===== src/rtl/j1_io_pkg.sv =====
// Shared address map and status-bit layout for the J1 I/O responder.
// The TICKS counter at IO_TICKS only exists when J1_IO_TICKS_EN is defined.
package j1_io_pkg;

  localparam logic [15:0] IO_LEDS      = 16'h0004;
  localparam logic [15:0] IO_TICKS     = 16'h0008;
  localparam logic [15:0] IO_UART_DATA = 16'h1000;
  localparam logic [15:0] IO_UART_STAT = 16'h2000;

  localparam int STAT_TX_SPACE = 0;
  localparam int STAT_RX_AVAIL = 1;
  localparam int STAT_TX_OVF   = 2;
  localparam int STAT_TX_BUSY  = 3;

  // Packed so that the field order matches the STAT_* bit indices.
  typedef struct packed {
    logic tx_busy;
    logic tx_ovf;
    logic rx_avail;
    logic tx_space;
  } stat_t;

endpackage


===== src/rtl/j1_io_fifo.sv =====
// First-word-fall-through FIFO with wrapping pointers and a separate occupancy count.
// Push while full and pop while empty are ignored here, so callers need not gate them.
module j1_io_fifo #(
  parameter int WIDTH = 8,
  parameter int DEPTH = 8
) (
  input  logic             clk,
  input  logic             reset,
  input  logic             push,
  input  logic             pop,
  input  logic [WIDTH-1:0] din,
  output logic [WIDTH-1:0] dout,
  output logic             full,
  output logic             empty
);

  localparam int AW = $clog2(DEPTH);

  logic [AW-1:0]    wr_ptr_q, wr_ptr_d;
  logic [AW-1:0]    rd_ptr_q, rd_ptr_d;
  logic [AW:0]      count_q, count_d;
  logic [WIDTH-1:0] mem_q [DEPTH];
  logic             do_push, do_pop;

  assign full    = (count_q == (AW+1)'(DEPTH));
  assign empty   = (count_q == '0);
  assign do_push = push && !full;
  assign do_pop  = pop && !empty;
  assign dout    = mem_q[rd_ptr_q];

  always_comb begin
    wr_ptr_d = wr_ptr_q;
    rd_ptr_d = rd_ptr_q;
    count_d  = count_q;
    if (do_push) wr_ptr_d = wr_ptr_q + 1'b1;
    if (do_pop)  rd_ptr_d = rd_ptr_q + 1'b1;
    if (do_push && !do_pop)      count_d = count_q + 1'b1;
    else if (do_pop && !do_push) count_d = count_q - 1'b1;
  end

  always_ff @(posedge clk or posedge reset) begin
    if (reset) begin
      wr_ptr_q <= '0;
      rd_ptr_q <= '0;
      count_q  <= '0;
    end else begin
      wr_ptr_q <= wr_ptr_d;
      rd_ptr_q <= rd_ptr_d;
      count_q  <= count_d;
    end
  end

  // Storage holds no reset value; only pointers and count define validity.
  always_ff @(posedge clk) begin
    if (do_push) mem_q[wr_ptr_q] <= din;
  end

endmodule


===== src/rtl/j1_io_port.sv =====
// Memory-mapped I/O responder for the J1 core: LED register, UART TX/RX FIFOs, status.
// Define J1_IO_TICKS_EN to add the free-running TICKS counter at address 0x0008.
module j1_io_port
  import j1_io_pkg::*;
#(
  parameter int WIDTH      = 32,
  parameter int FIFO_DEPTH = 8
) (
  input  logic             clk,
  input  logic             reset,
  input  logic             io_rd,
  input  logic             io_wr,
  input  logic [15:0]      mem_addr,
  input  logic [WIDTH-1:0] dout,
  output logic [WIDTH-1:0] io_din,
  output logic [7:0]       leds,
  output logic [7:0]       tx_data,
  output logic             tx_valid,
  input  logic             tx_ready,
  input  logic [7:0]       rx_data,
  input  logic             rx_valid,
  output logic             rx_ready
);

  logic       sel_leds, sel_data, sel_stat, sel_ticks;
  logic       tx_push, tx_pop, tx_full, tx_empty;
  logic       rx_push, rx_pop, rx_full, rx_empty;
  logic [7:0] rx_head;
  logic [7:0] leds_q, leds_d;
  logic       tx_ovf_q, tx_ovf_d;
  stat_t      stat;

  assign sel_leds  = (mem_addr == IO_LEDS);
  assign sel_data  = (mem_addr == IO_UART_DATA);
  assign sel_stat  = (mem_addr == IO_UART_STAT);
  assign sel_ticks = (mem_addr == IO_TICKS);

  assign tx_push  = io_wr && sel_data;
  assign tx_pop   = tx_valid && tx_ready;
  assign rx_push  = rx_valid && rx_ready;
  assign rx_pop   = io_rd && sel_data;
  assign tx_valid = !tx_empty;
  assign rx_ready = !rx_full;
  assign leds     = leds_q;

  j1_io_fifo #(.WIDTH(8), .DEPTH(FIFO_DEPTH)) u_tx_fifo (
    .clk   (clk),
    .reset (reset),
    .push  (tx_push),
    .pop   (tx_pop),
    .din   (dout[7:0]),
    .dout  (tx_data),
    .full  (tx_full),
    .empty (tx_empty)
  );

  j1_io_fifo #(.WIDTH(8), .DEPTH(FIFO_DEPTH)) u_rx_fifo (
    .clk   (clk),
    .reset (reset),
    .push  (rx_push),
    .pop   (rx_pop),
    .din   (rx_data),
    .dout  (rx_head),
    .full  (rx_full),
    .empty (rx_empty)
  );

  always_comb begin
    stat.tx_space = !tx_full;
    stat.rx_avail = !rx_empty;
    stat.tx_ovf   = tx_ovf_q;
    stat.tx_busy  = !tx_empty;
  end

  // A write that finds TX full is dropped and latched as an overflow; the clear wins over nothing else on this address.
  always_comb begin
    leds_d   = leds_q;
    tx_ovf_d = tx_ovf_q;
    if (io_wr && sel_leds) leds_d = dout[7:0];
    if (io_wr && sel_stat && dout[STAT_TX_OVF]) tx_ovf_d = 1'b0;
    else if (tx_push && tx_full)                tx_ovf_d = 1'b1;
  end

  always_ff @(posedge clk or posedge reset) begin
    if (reset) begin
      leds_q   <= '0;
      tx_ovf_q <= 1'b0;
    end else begin
      leds_q   <= leds_d;
      tx_ovf_q <= tx_ovf_d;
    end
  end

`ifdef J1_IO_TICKS_EN
  localparam int TW = (WIDTH < 32) ? WIDTH : 32;

  logic [31:0] ticks_q, ticks_d, ticks_wr;

  // A load stores dout+1 so the cycle after the write already reads dout+1.
  always_comb begin
    ticks_wr           = '0;
    ticks_wr[TW-1:0]   = dout[TW-1:0];
    ticks_d            = ticks_q + 32'd1;
    if (io_wr && sel_ticks) ticks_d = ticks_wr + 32'd1;
  end

  always_ff @(posedge clk or posedge reset) begin
    if (reset) ticks_q <= '0;
    else       ticks_q <= ticks_d;
  end
`else
  logic unused_ticks;
  assign unused_ticks = sel_ticks ^ (^dout[WIDTH-1:8]);
`endif

  always_comb begin
    io_din = '0;
    if (io_rd) begin
      if (sel_leds)                    io_din[7:0] = leds_q;
      else if (sel_data && !rx_empty)  io_din[7:0] = rx_head;
      else if (sel_stat)               io_din[3:0] = stat;
`ifdef J1_IO_TICKS_EN
      else if (sel_ticks)              io_din[TW-1:0] = ticks_q[TW-1:0];
`endif
    end
  end

endmodule


===== config.mk =====
export PLATFORM = sky130hd
export DESIGN_NAME = j1_io_port
export DESIGN_NICKNAME = d
export VERILOG_FILES = /design/src/rtl/j1_io_pkg.sv /design/src/rtl/j1_io_fifo.sv /design/src/rtl/j1_io_port.sv
export SDC_FILE = /design/constraint.sdc
export NUM_CORES = 1
export LEC_CHECK = 0
export BUFFER_PORTS_ARGS = -buffer_cell sky130_fd_sc_hd__buf_4
export CORE_MARGIN = 8
export CORE_UTILIZATION = 48
export CTS_CLUSTER_DIAMETER = 80
export CTS_CLUSTER_SIZE = 24
export DETAILED_ROUTE_END_ITERATION = 10
export PLACE_DENSITY = 0.73
export SLEW_MARGIN = 0
export SYNTH_ARGS = -nofsm -noshare
export SYNTH_HDL_FRONTEND = slang
export SYNTH_HIERARCHICAL = 1
export SYNTH_SLANG_ARGS = --single-unit
export TNS_END_PERCENT = 100

===== constraint.sdc =====
create_clock -name clk -period 4.3 [get_ports clk]
set_input_delay 0.86 -clock clk [delete_from_list [all_inputs] [get_ports clk]]
set_output_delay 0.86 -clock clk [all_outputs]
set_load 0.03 [all_outputs]

==> flow_summary.toml, run 1 <==
[floorplan]
dieWidth_um = 138
ios = 112
die-area_sq_um = 19200
die_h_um = 138
start_util_pct = 49.3
rows = 44
core_sq_um = 14600

[status]
status = "completed"

[power]
max-vdd-ir-drop_uv = 366
leakage_nw = 3.08
p_per_area_nw_per_um2 = 460

[timing]
fin_tns_setup_ns = 0
tightestPinTransition_ns = 0.922
fmax_ghz = 0.272
fin_skew_ns = 0.00681
grt_setup_unrepaired = "false"
setup_violations = 0
hold_violations = 0
finalCritPeriodShare_pct = 85.5
drv_slew = 0
slew_headroom_pct = 38.5
setup_ws_ns = 0.624
fin_crit_ns = 3.68

[final_layout]
area_growth_pct = 17.0
layout-drive-gt1-share_pct = 28.5
nFillCells = 1083
n_antenna_cell = 0
stdcell_count = 699
multi_input_area_sq_um = 2370
nets = 576
seq_area_sq_um = 4570

[detailed_routing]
wl_per_cell_um = 20.1
vias_per_cell = 5.55
firstDrtPassIters = 4
drtIter0Drc = 221
drc = 0
detail-route-antenna-nets = 0
via_count = 3881
routed_wirelength_um = 14000

[cts]
htreeDepth = 4
clk_latency_ns = 0.42
cts-buffers-inserted = 17
clock-sinks = 157
cts_buffer_depth = 2
post_cts_resized = 0
cts_tree = "yes"
post_cts.repair.setup_buffers = 0
cts_hold_buf = 0
root_buffer = "clkbuf_16"
cts.clk_slew.worst_paths_ns = 0.06

[place]
finalWeightedCongestion = 0.848
placed_cells = 667
hpwl_um = 9900
post-place-ws_ns = 0.222
portBuffers = 63

[yosys]
synth_async_sr_flop_share_pct = 18.5
synth_top_area_share_pct = 53.4
yosysSeqAreaShare_pct = 63.5
syn_inst = 424
yosys_warnings = 6
syn_area_sq_um = 7200
synth.area.top_cells = "edfxtp_1 (53%), mux4_1 (12%), dfrtp_1 (10%), mux2_2 (3.4%), buf_4 (2.5%)"
synth_ff_type = "edfxtp_1"
synth_seq_cells = 157
synth-edff-count = 128
synth_cell_types = 47
synth_area_per_cell_sq_um = 17.0
synth_area_leader_cell = "edfxtp_1"

[worst_setup_path]
cp.arrival_ns = 2.82
reg2reg_setup_slack_ns = 1.31
cp-start-kind = "input pin"
criticalPathCategory = "in2out"
r2r-start = "u_rx_fifo/count_q[0]"
critPathMaxFanout = 6
setup.worst_path.start = "mem_addr[11]"
end_kind = "primary output"
crit_required_ns = 3.44

[flow_run]
cap_violations = 0

[global_route]
antenna_found_initial = 0
grt_pass1_wl_um = 22200
grt_pass1_vias = 4074
grt_usage_pct = 14.8
overflow = 0
grt_max_degree = 19

[worst_hold_path]
hp-class = "in2async"
==> layout make-up <==
type                       count  share of cell area [%]
clock buffer                  17                    5.05
clock inverter                15                    2.53
inverter                      15                   0.668
multi-input combinational    236                    28.1
sequential                   157                    54.2
tap                          184                    2.73
timing repair buffer          75                    6.68
==> metrics by stage <==
stage | area [sq um] | utilization, % | hold slack (ns) | power, W
6_report | 8420 | 57.7 | 0.430 | 0.00387
3_3_place_gp | 7780 | 53.4 | 0.495 | 0.00228
2_1_floorplan | 7290 | - | 0.476 | 0.00218
4_1_cts | 8420 | 57.7 | 0.441 | 0.00390
3_5_place_dp | 7780 | 53.4 | 0.513 | 0.00231
5_1_grt | 8420 | 57.7 | 0.446 | 0.00402
==> where the power goes <==
group          total (W)  leakage (nW)  switching (W)  internal (W)
logic           0.000422          1.24       0.000252      0.000170
registers        0.00186          1.54      0.0000845       0.00178
clock network    0.00159         0.301       0.000608      0.000981
total            0.00387          3.08       0.000945       0.00293
==> registers in the layout (all words and copies together) (netlist names) <==
| register | cells |
|---|---|
| leds | 8 |
| u_tx_fifo/wr_ptr_q | 3 |
| u_rx_fifo/mem_q | 64 |
| u_tx_fifo/mem_q | 64 |
| tx_ovf_q | 1 |
| u_rx_fifo/rd_ptr_q | 3 |
| u_rx_fifo/count_q | 4 |
| u_rx_fifo/wr_ptr_q | 3 |
| u_tx_fifo/count_q | 4 |
| u_tx_fifo/rd_ptr_q | 3 |
==> placed cells by master (no fill, tap or decap), types with 2 or more instances in the layout <==
master / n
mux2i_1: 2
nand3b_1: 6
mux2_4: 8
inv_1: 15
bufinv_16: 4
ha_1: 10
nor3_1: 10
clkinvlp_4: 3
or4_1: 2
clkbuf_16: 17
conb_1: 24
o211ai_1: 2
o22ai_1: 5
nand2_2: 2
or4b_4: 2
nor4_1: 5
buf_4: 75
fa_1: 2
a2111o_1: 2
a21oi_1: 7
dfrtp_1: 29
nand2_1: 14
nand3_1: 13
mux2_2: 22
xnor2_1: 10
nor4b_1: 2
o21ai_0: 6
inv_6: 3
edfxtp_1: 128
xor2_1: 2
nand4_1: 4
mux4_1: 32
o41ai_4: 2
nor2b_1: 4
clkinv_4: 5
nand2b_1: 7
nor2_1: 16
or3_1: 4
==> Yosys cell counts (all sizes together), types with 3 or more instances <==
library cell,n
a21oi,7
nor2,16
o22ai,5
nand2,16
nand4,4
nand3b,6
nor2b,4
mux2,30
edfxtp,128
nor3,11
xnor2,10
inv,15
buf,33
mux4,32
nand2b,7
clkbuf,6
dfrtp,29
or3,4
or4,3
o21ai,6
ha,10
nor4,6
nand3,13
==> path summary, 6_finish.rpt <==
kind / to / depth (start not counted)
max: io_din[2] / 7
min: leds[7] / 2
max reg2reg: u_rx_fifo/count_q[3] / 11
min reg2reg: u_rx_fifo/wr_ptr_q[0] / 1
max in group asynchronous: u_tx_fifo/rd_ptr_q[1] / 2
min in group clk: u_rx_fifo/wr_ptr_q[0] / 1
==> kinds of logic (layout without fill, tap and decap cells) <==
logic type                 Yosys count  after routing  share of synthesized area (%)
other                                1             24                         0.0521
buffers and inverters               54            122                           4.87
xor gates and xnor gates            12             12                           1.46
AOI/OAI and AO/OA                   28             28                           3.09
and+or+nand+nor                     96             96                           7.70
adders and majority gates           12             12                           2.29
DFF                                157            157                           63.5
muxes                               64             64                           17.1
==> worst max-delay path, cell delays in order <==
cell and delay, ns:
buf_4 0.11, or4_4 0.55, nor2_1 0.20, nand3_1 0.13, buf_4 0.18, o32ai_1 0.51
buf_4 0.26
==> per-layer routing <==
| layer | vias up | wire [um] | GRT usage (%) |
|---|---|---|---|
| li1 | 1794 | - | - |
| met1 | 1961 | 5720 | 17.1 |
| met2 | 110 | 7370 | 25.8 |
| met3 | 16 | 781 | 4.59 |
| met4 | 0 | 166 | 4.92 |
| met5 | - | 0 | 0 |
Note: power is estimated with default switching activity, not from simulation.
==> run 2, diff against run 1 <==
--- a/config.mk
+++ b/config.mk
@@ -5,14 +5,17 @@
 export SDC_FILE = /design/constraint.sdc
 export NUM_CORES = 1
 export LEC_CHECK = 0
+export ABC_AREA = 1
 export BUFFER_PORTS_ARGS = -buffer_cell sky130_fd_sc_hd__buf_4
+export CELL_PAD_IN_SITES_DETAIL_PLACEMENT = 2
+export CELL_PAD_IN_SITES_GLOBAL_PLACEMENT = 2
 export CORE_MARGIN = 8
-export CORE_UTILIZATION = 48
+export CORE_UTILIZATION = 38
 export CTS_CLUSTER_DIAMETER = 80
 export CTS_CLUSTER_SIZE = 24
 export DETAILED_ROUTE_END_ITERATION = 10
-export PLACE_DENSITY = 0.73
-export SLEW_MARGIN = 0
+export PLACE_DENSITY = 0.88
+export SLEW_MARGIN = 20
 export SYNTH_ARGS = -nofsm -noshare
 export SYNTH_HDL_FRONTEND = slang
 export SYNTH_HIERARCHICAL = 1
==> run 2 against run 1 <==
Compared with the run above: final cell count rose by 64%; clock-buffer cell count did not move; core utilization fell by 13 points; sequential share of layout area fell by 2.0 points; largest cell class unchanged.
==> flow_summary.toml, run 2 <==
[status]
status = "completed"

[worst_setup_path]
cp-start-kind = "flip-flop"
cp.arrival_ns = 2.76
critPathMaxFanout = 33
end_kind = "primary output"
criticalPathCategory = "reg2out"
reg2reg_to = "u_rx_fifo/count_q[3]"
reg2reg_setup_slack_ns = 1.82
r2r_cells = 14
crit_end = "io_din[1]"
crit_required_ns = 3.44
r2r-start = "u_rx_fifo/count_q[0]"
setup.worst_path.start = "u_rx_fifo/rd_ptr_q[0]"

[detailed_routing]
vias_per_cell = 4.81
firstDrtPassIters = 4
routed_wirelength_um = 21700
drc = 0
via_count = 5504
drtIter0Drc = 257
wl_per_cell_um = 18.9
detail-route-antenna-nets = 0

[power]
max-vdd-ir-drop_uv = 312
p_per_area_nw_per_um2 = 430
leakage_nw = 3.80

[timing]
fin_tns_setup_ns = 0
grt_setup_unrepaired = "false"
drv_slew = 0
hold_violations = 0
fin_crit_ns = 3.62
slew_headroom_pct = 40.0
tightestPinTransition_ns = 0.896
setup_violations = 0
setup_ws_ns = 0.683
fin_skew_ns = 0.00806
fmax_ghz = 0.276
finalCritPeriodShare_pct = 84.1

[final_layout]
nets = 941
nFillCells = 2134
utilization_pct = 45.0
layout-drive-gt1-share_pct = 15.7
area_growth_pct = 16.0
final_common_cell = "nand2_1"
layout_common_cells = "nand2_1 (275), edfxtp_1 (128), nor2_1 (102)"
n_antenna_cell = 0

[global_route]
grt_pass1_wl_um = 34600
grt_pass1_vias = 6284
grt_max_degree = 67
overflow = 0
grt_usage_pct = 18.5
antenna_found_initial = 0

[floorplan]
rows = 51
ios = 112
die_h_um = 157
core_sq_um = 19500
die-area_sq_um = 24600
dieWidth_um = 157
start_util_pct = 38.8

[yosys]
synth-edff-count = 128
synth_cell_types = 31
synth_commonest_cells = "nand2_1 (275), edfxtp_1 (128), nor2_1 (102)"
synth_async_sr_flop_share_pct = 18.5
synth_ff_type = "edfxtp_1"
synth_area_leader_cell = "edfxtp_1"
synth_top_area_share_pct = 50.9
synth_seq_cells = 157
synth_area_per_cell_sq_um = 9.47
yosys_warnings = 6
syn_area_sq_um = 7550
yosysMostFrequentCell = "nand2_1"
synth.area.top_cells = "edfxtp_1 (51%), nand2_1 (14%), dfrtp_1 (9.6%), nor2_1 (5.1%), inv_1 (3.7%)"
syn_inst = 797
yosysSeqAreaShare_pct = 60.5

[cts]
cts_hold_buf = 0
cts-buffers-inserted = 17
cts.clk_slew.worst_paths_ns = 0.07
clock-sinks = 157
cts_buffer_depth = 2
post_cts_resized = 0
htreeDepth = 4
cts_tree = "yes"
post_cts.repair.setup_buffers = 0
clk_latency_ns = 0.44
root_buffer = "clkbuf_16"

[place]
portBuffers = 63
finalWeightedCongestion = 0.750
hpwl_um = 14700
post-place-ws_ns = 1.02

[worst_hold_path]
hp-class = "in2async"

[flow_run]
cap_violations = 0
==> run 2: cell types whose count changed in the layout (fill, tap and decap cells not counted), sizes merged, moves of 6 or more <==
cell    delta
nand2    +270
nor2      +96
inv       +64
o21ai     +37
mux4      -32
mux2      -30
nand3     +12
nand2b     -7
nor4       -6
==> run 2: worst min-delay path by stage <==
stage | endpoint | slack [ns] | cells after the start | from
floorplan | tx_ovf_q | 0.46 | 2 | tx_ovf_q
global placement | tx_ovf_q | 0.50 | 2 | tx_ovf_q
detailed placement | leds[5] | 0.51 | 2 | leds[5]
CTS | leds[0] | 0.41 | 2 | reset
global route | leds[0] | 0.43 | 2 | reset
finish | leds[2] | 0.42 | 2 | reset
==> run 2: layout make-up <==
cell class                      instances  area [sq um]  area share (%)
Sequential cell                       157          4570            52.2
Multi-Input combinational cell        536          2400            27.4
Timing Repair Buffer                   76           583            6.66
Clock buffer                           17           425            4.86
Tap cell                              265           332            3.79
Inverter                               79           303            3.46
Clock inverter                         15           140            1.60
==> run 2: cells by family after synthesis <==
kind of cell | share of synthesized area (%)
simple gates | 23.8
flops | 60.5
buf+inv | 8.82
compound gates | 3.38
fa+ha+maj | 2.19
xor+xnor | 1.28
other cells | 0.0497
==> run 2: routing by layer <==
| layer | vias to the layer above | global-route usage (%) | wire (um) |
|---|---|---|---|
| li1 | 2635 | - | - |
| met4 | 0 | 5.03 | 248 |
| met3 | 22 | 4.69 | 788 |
| met1 | 2774 | 19.5 | 8310 |
| met2 | 73 | 35.7 | 12300 |
| met5 | - | 0 | 0 |
==> run 2: through the flow <==
stage	power (W)	cell area, sq um	hold WS (ns)	std cells
3_3_place_gp	0.00228	8190	0.496	1113
2_1_floorplan	0.00217	7640	0.463	820
3_5_place_dp	0.00233	8190	0.515	1113
6_report	0.00376	8760	0.421	1145
5_1_grt	0.00392	8760	0.426	1145
4_1_cts	0.00381	8760	0.412	1145
==> run 2: power breakdown <==
group	total, W	internal (W)	switching [W]
Combinational	0.000474	0.000151	0.000324
Sequential	0.00183	0.00177	0.0000640
Clock	0.00145	0.000804	0.000650
Total	0.00376	0.00272	0.00104
==> run 2: critical path, stage by stage (launching register included) <==
cell and delay (ns):
dfrtp_1 0.68, inv_2 0.19, buf_12 0.20, nand2_1 0.07, nand2_1 0.09, nand2_1 0.07, o21ai_1 0.08, nand2_1 0.06
nand2_1 0.14, nand3_1 0.09, nand2_1 0.07, nand2_1 0.07, a21oi_1 0.27, buf_4 0.22
